--- config.mk ---
export PLATFORM = sky130hd
export DESIGN_NAME = input_debouncer
export DESIGN_NICKNAME = d
export VERILOG_FILES = /design/src/rtl/input_debouncer.sv
export SDC_FILE = /design/constraint.sdc
export NUM_CORES = 1
export LEC_CHECK = 0
export ABC_AREA = 0
export CAP_MARGIN = 20
export CORE_MARGIN = 2
export CORE_UTILIZATION = 30
export DETAILED_ROUTE_END_ITERATION = 6
export PLACE_DENSITY = 0.55
export SKIP_CTS_REPAIR_TIMING = 1
export SYNTH_ARGS = -nofsm -noshare
export SYNTH_HDL_FRONTEND = slang
export SYNTH_SLANG_ARGS = --single-unit
--- constraint.sdc ---
create_clock -name clk -period 2.4 [get_ports clk]
set_input_delay 0.6 -clock clk [delete_from_list [all_inputs] [get_ports clk]]
set_output_delay 0.6 -clock clk [all_outputs]
set_load 0.02 [all_outputs]
--- src/rtl/input_debouncer.sv ---
// ============================================================================
// Module   : input_debouncer
// Purpose  : 2-flop synchronizer plus counting debounce FSM with edge pulses.
// Revision : 1.0 - initial release
// ============================================================================
`default_nettype none

module input_debouncer #(
   parameter int CNT_MAX = 4
) (
   input  logic clk,
   input  logic reset_n,
   input  logic in,
   input  logic en,
   output logic d_out,
   output logic rise,
   output logic fall,
   output logic chg
);

   localparam int                CNT_W    = $clog2(CNT_MAX);
   localparam logic [CNT_W-1:0]  CNT_LAST = CNT_W'(CNT_MAX - 1);
   localparam logic [CNT_W-1:0]  CNT_ONE  = CNT_W'(1);

   typedef enum logic [1:0] {
      STABLE_LOW  = 2'd0,
      PEND_HIGH   = 2'd1,
      STABLE_HIGH = 2'd2,
      PEND_LOW    = 2'd3
   } state_t;

   logic             sync1_q, sync2_q;
   state_t           state_q, state_d;
   logic [CNT_W-1:0] cnt_q, cnt_d;
   logic             d_out_q, d_out_d;
   logic             rise_q, rise_d;
   logic             fall_q, fall_d;
   logic             chg_q, chg_d;

   // Synchronizer runs every cycle so the FSM resumes on a current sample.
   always_ff @(posedge clk or negedge reset_n) begin
      if (!reset_n) begin
         sync1_q <= 1'b0;
         sync2_q <= 1'b0;
      end else begin
         sync1_q <= in;
         sync2_q <= sync1_q;
      end
   end

   always_ff @(posedge clk or negedge reset_n) begin
      if (!reset_n) begin
         state_q <= STABLE_LOW;
         cnt_q   <= '0;
         d_out_q <= 1'b0;
         rise_q  <= 1'b0;
         fall_q  <= 1'b0;
         chg_q   <= 1'b0;
      end else begin
         state_q <= state_d;
         cnt_q   <= cnt_d;
         d_out_q <= d_out_d;
         rise_q  <= rise_d;
         fall_q  <= fall_d;
         chg_q   <= chg_d;
      end
   end

   always_comb begin
      state_d = state_q;
      cnt_d   = cnt_q;
      d_out_d = d_out_q;
      rise_d  = 1'b0;
      fall_d  = 1'b0;
      if (en) begin
         case (state_q)
            STABLE_LOW: begin
               if (sync2_q) begin
                  state_d = PEND_HIGH;
                  cnt_d   = CNT_ONE;
               end
            end
            PEND_HIGH: begin
               if (!sync2_q) begin
                  state_d = STABLE_LOW;
                  cnt_d   = '0;
               end else if (cnt_q == CNT_LAST) begin
                  state_d = STABLE_HIGH;
                  cnt_d   = '0;
                  d_out_d = 1'b1;
                  rise_d  = 1'b1;
               end else begin
                  cnt_d = cnt_q + CNT_ONE;
               end
            end
            STABLE_HIGH: begin
               if (!sync2_q) begin
                  state_d = PEND_LOW;
                  cnt_d   = CNT_ONE;
               end
            end
            PEND_LOW: begin
               if (sync2_q) begin
                  state_d = STABLE_HIGH;
                  cnt_d   = '0;
               end else if (cnt_q == CNT_LAST) begin
                  state_d = STABLE_LOW;
                  cnt_d   = '0;
                  d_out_d = 1'b0;
                  fall_d  = 1'b1;
               end else begin
                  cnt_d = cnt_q + CNT_ONE;
               end
            end
            default: begin
               state_d = STABLE_LOW;
               cnt_d   = '0;
            end
         endcase
      end
      chg_d = rise_d | fall_d;
   end

   assign d_out = d_out_q;
   assign rise  = rise_q;
   assign fall  = fall_q;
   assign chg   = chg_q;

endmodule

`default_nettype wire

* Word-level counts from Yosys, hierarchy flattened
Cells that the tools add are included.
** Word-level totals
- Bits in registers :: 10
- Latch bits :: 0
- Bits in writable memories :: 0
- Bits in read-only memories :: 0
- Input bits :: 4
- Output and inout port bits :: 4
- Word-level logic and storage cells :: 51
- Memories :: 0
** Cells by class
- $add $sub $neg :: 1
- Multipliers :: 0
- Div/mod/pow operators :: 0
- $lt $le $gt $ge :: 0
- Eq/ne operators :: 12
- Shifts and indexed selects :: 0
- Multiplexer cells :: 24
- Bitwise gates (word level) :: 1
- Reduce and logical (&&, ||, !) cells :: 5
** Operator list (number)
- 2-bit 2-to-1 mux :: 10
- 2-bit one-hot mux with 4 select lines :: 2
- 2-bit inequality test (second input constant) :: 6
- 1-bit 2-to-1 mux :: 11
- 2-bit == test (second input constant) :: 3
- 3-bit inequality test (second input constant) :: 2
- 6-bit AND reduction :: 1
- 5-bit AND reduction :: 1
- 3-bit AND reduction :: 1
- 2-bit by 1-bit adder with 2-bit output (second input constant) :: 1
- 2-bit by 1-bit == test with 1-bit output (second input constant) :: 1
- 2-bit logical NOT :: 1
- 1-bit one-hot mux with 2 select lines :: 1
- 2-bit nonzero test :: 1
- 1-bit bitwise OR :: 1

* Longest topological paths before layout
- Depth after elaboration :: 6
- Mapped depth :: 4

* Worst setup path after synthesis
Ideal clock, no wire load.
- Path type :: input to register
- Start :: input en
- End :: register d_out_q (netlist: d_out)
- Setup time :: 0.119 ns
- Arrival time :: 1.114 ns
- Required time :: 2.281 ns
- Slack :: 1.167 ns
- Stages :: 4
- Cells stage by stage :: buf_2 nand4_1 a21oi_1 o21ba_2
** Between the ends
- Cells in the longest elaborated chain, start to end :: 1
** Ends and longest elaborated chain
- start, declared :: line 14 : input logic en,
- 6-bit AND reduction (no line)
- end signal, assigned :: line 62 : d_out_q <= d_out_d;
- end, declared :: line 35 : logic d_out_q, d_out_d;
Every way passes these cells.
A chain may end at the register's enable or synchronous reset.

* Final worst setup path
- Start :: register d_out_q (netlist: d_out)
- End :: output d_out
** RTL lines
- end, declared :: line 15 : output logic d_out,
No word-level cell between the ends.

==> metrics.csv <==
stage,metric,value,unit
clock_tree,cts_inserted_buffers,3,
yosys,ys_seq_area_share,58.82,%
finish,final_common_cell,dfrtp_1,
finish,stdcell_count,62,
sta,tightest_slew,422.4,ps
yosys,syn_area,425.4,um^2
yosys,synth_xor_xnor_area_share,2.059,%
clock_tree,h-tree-depth,1,
clock_tree,clk_latency,270,ps
sta,slew_headroom,71.75,%
yosys,ys_types,20,
die,dieHeight,41.66,um
yosys,postSynth.topFlopCell,dfrtp_1,
global_route,grt_pass1_wl,1173,um
power,total_power,0.4701,mW
clock_tree,clkTransAtPathRegs,60,ps
yosys,synth_top_family_by_area,compound AO/OA/AOI/OAI gates,
finish,final_nets,54,
yosys,synth-seq-cells,10,
placed_design,port_buffers,7,
worst_setup_path,criticalPathCategory,reg2out,
worst_setup_path,crit_path_start,d_out,
min_path,hp-start,sync1_q,
sta,final.min_clock_period,1835,ps
sta,rsz0062_at_grt,false,
worst_setup_path,cp-start-kind,flop,
placed_design,place_area,504.2,um^2
sta,setup_viol,0,
clock_tree,cts_tree,done,
global_route,grtUsageTotal,9.190,%
min_path,min_path_type,reg2reg,
worst_setup_path,arrival,1240,ps
placed_design,place_inst,58,
yosys,synthArstFlopShare,100.0,%
yosys,syn_area_per_cell,11.19,um^2
yosys,synthSimpleGateAreaFrac,13.53,%
sta,hold_slack,354.8,ps
finish,final_util,41.03,%
sta,setup_slack,564.5,ps
detailed_routing,antenna_left,0,
yosys,synth-edff-count,0,
detailed_routing,dr.pass1.iters,4,
yosys,ys.warnings.count,0,
sta,finalMaxSlewViolations,0,
worst_setup_path,cp_max_fo,3,
finish,diodes,0,
die,std_cell_rows,13,
die,coreArea,0.001318,mm^2
yosys,syn_nets,44,
sta,hold_viol,0,
sta,setup_tns,0,ps
outcome,status,completed,
yosys,synth-adder-area-share,5.882,%
die,fp.dieArea,0.001735,mm^2
worst_setup_path,critical_path_required,1800,ps
finish,finalInstanceArea,540.5,um^2
placed_design,gp_congestion,0.8253,
clock_tree,clock_tree.buffer_depth,2,
global_route,grt_max_degree,11,
power,ir_drop,0.3524,mV
die,die_width,41.66,um
worst_setup_path,crit_path_max_incr_delay,610,ps
worst_setup_path,r2r-start,cnt_q[0],
sta,fin_skew,0.9883,ps
clock_tree,cts_sinks,10,
sta,post-route-period-util,76.48,%
clock_tree,cts_root_buffer,clkbuf_4,
global_route,overflow,0,
finish,layout_common_cells,"dfrtp_1, clkdlybuf4s50_1, a21oi_1, clkbuf_4",
die,start_util,32.29,%
power,powerDensity,869.7,mW/mm^2
placed_design,post-place-ws,620.3,ps
yosys,yosys-mux-area-fraction,0,%
die,io_pins,8,
detailed_routing,drtIter0Drc,3,
detailed_routing,drt_wl_total,656,um
placed_design,dp_hpwl,478.8,um
finish,layout-drive-gt1-share,12.77,%
run,cap_violations,0,
detailed_routing,num_vias,303,
detailed_routing,drc,0,
detailed_routing,avgViaCountPerCell,4.887,
power,leakagePower,0.2416,nW
detailed_routing,post_drt_wl_per_cell,10.58,um
sta,max_clock_freq,544.8,MHz
finish,syn2layout_area_growth,27.06,%
worst_setup_path,end_kind,output pin,
yosys,synth-compound-area-share,16.47,%
yosys,syn_inst,38,
global_route,grt_pass1_vias,302,
worst_setup_path,path_delay_family,buffers and inverters,
worst_setup_path,slowest_stage,clkdlybuf4s50_1,
global_route,antenna_found_initial,0,
worst_setup_path,path_cells,clkdlybuf4s50_1,
worst_setup_path,path_buf_inv,1,
[metal layers]
layer | vias to the layer above | GRT usage [%] | wire (um)
li1 | 151 | - | -
met1 | 140 | 10.71 | 294
met2 | 8 | 13.75 | 305
met3 | 4 | 2.609 | 33
met4 | 0 | 7.742 | 22
met5 | - | 0 | 0
[Yosys cell counts, drive strengths merged, types with 2 or more instances]
master  count  share of area [%]
nor2        2                1.8
buf         2                2.4
a31oi       2                2.9
dfrtp      10                 59
nand3       2                2.4
a21oi       5                5.9
ha          2                5.9
[power by group]
group          switching (mW)  total (mW)  internal [mW]
sequential             0.0277       0.223          0.195
combinational          0.0451      0.0958         0.0507
clock                  0.0592       0.151         0.0922
total                   0.132       0.470          0.338
[cell type report]
class	count	area, um^2
clock buffer	4	36.28
fill	130	777.0
multi-input combinational	25	161.4
timing repair buffer	7	70.07
tap	15	18.77
sequential	10	250.2
inverter	1	3.754
[path summary, 6_finish.rpt]
check,to,slack [ps],cells past startpoint
min in group asynchronous,chg,630,1
max in group asynchronous,d_out,1470,1
worst min register to register,sync2_q,350,0
worst max-delay path,d_out,560,1
worst min-delay path,sync2_q,350,0
worst max register to register,cnt_q[0],1180,3
[registers in the layout, summed over array words and instances (netlist names), named ones only]
signal / cells
chg: 1
sync2_q: 1
sync1_q: 1
rise: 1
state_q: 1
d_out: 1
fall: 1
cnt_q: 2
[cells by family after synthesis]
logic type / Yosys count
XOR/XNOR: 1
flip-flops: 10
buffers and inverters: 3
AO/OA/AOI/OAI: 11
AND/OR/NAND/NOR: 11
adder cells (fa/ha/maj): 2
Power figures use the tool's default switching activity.
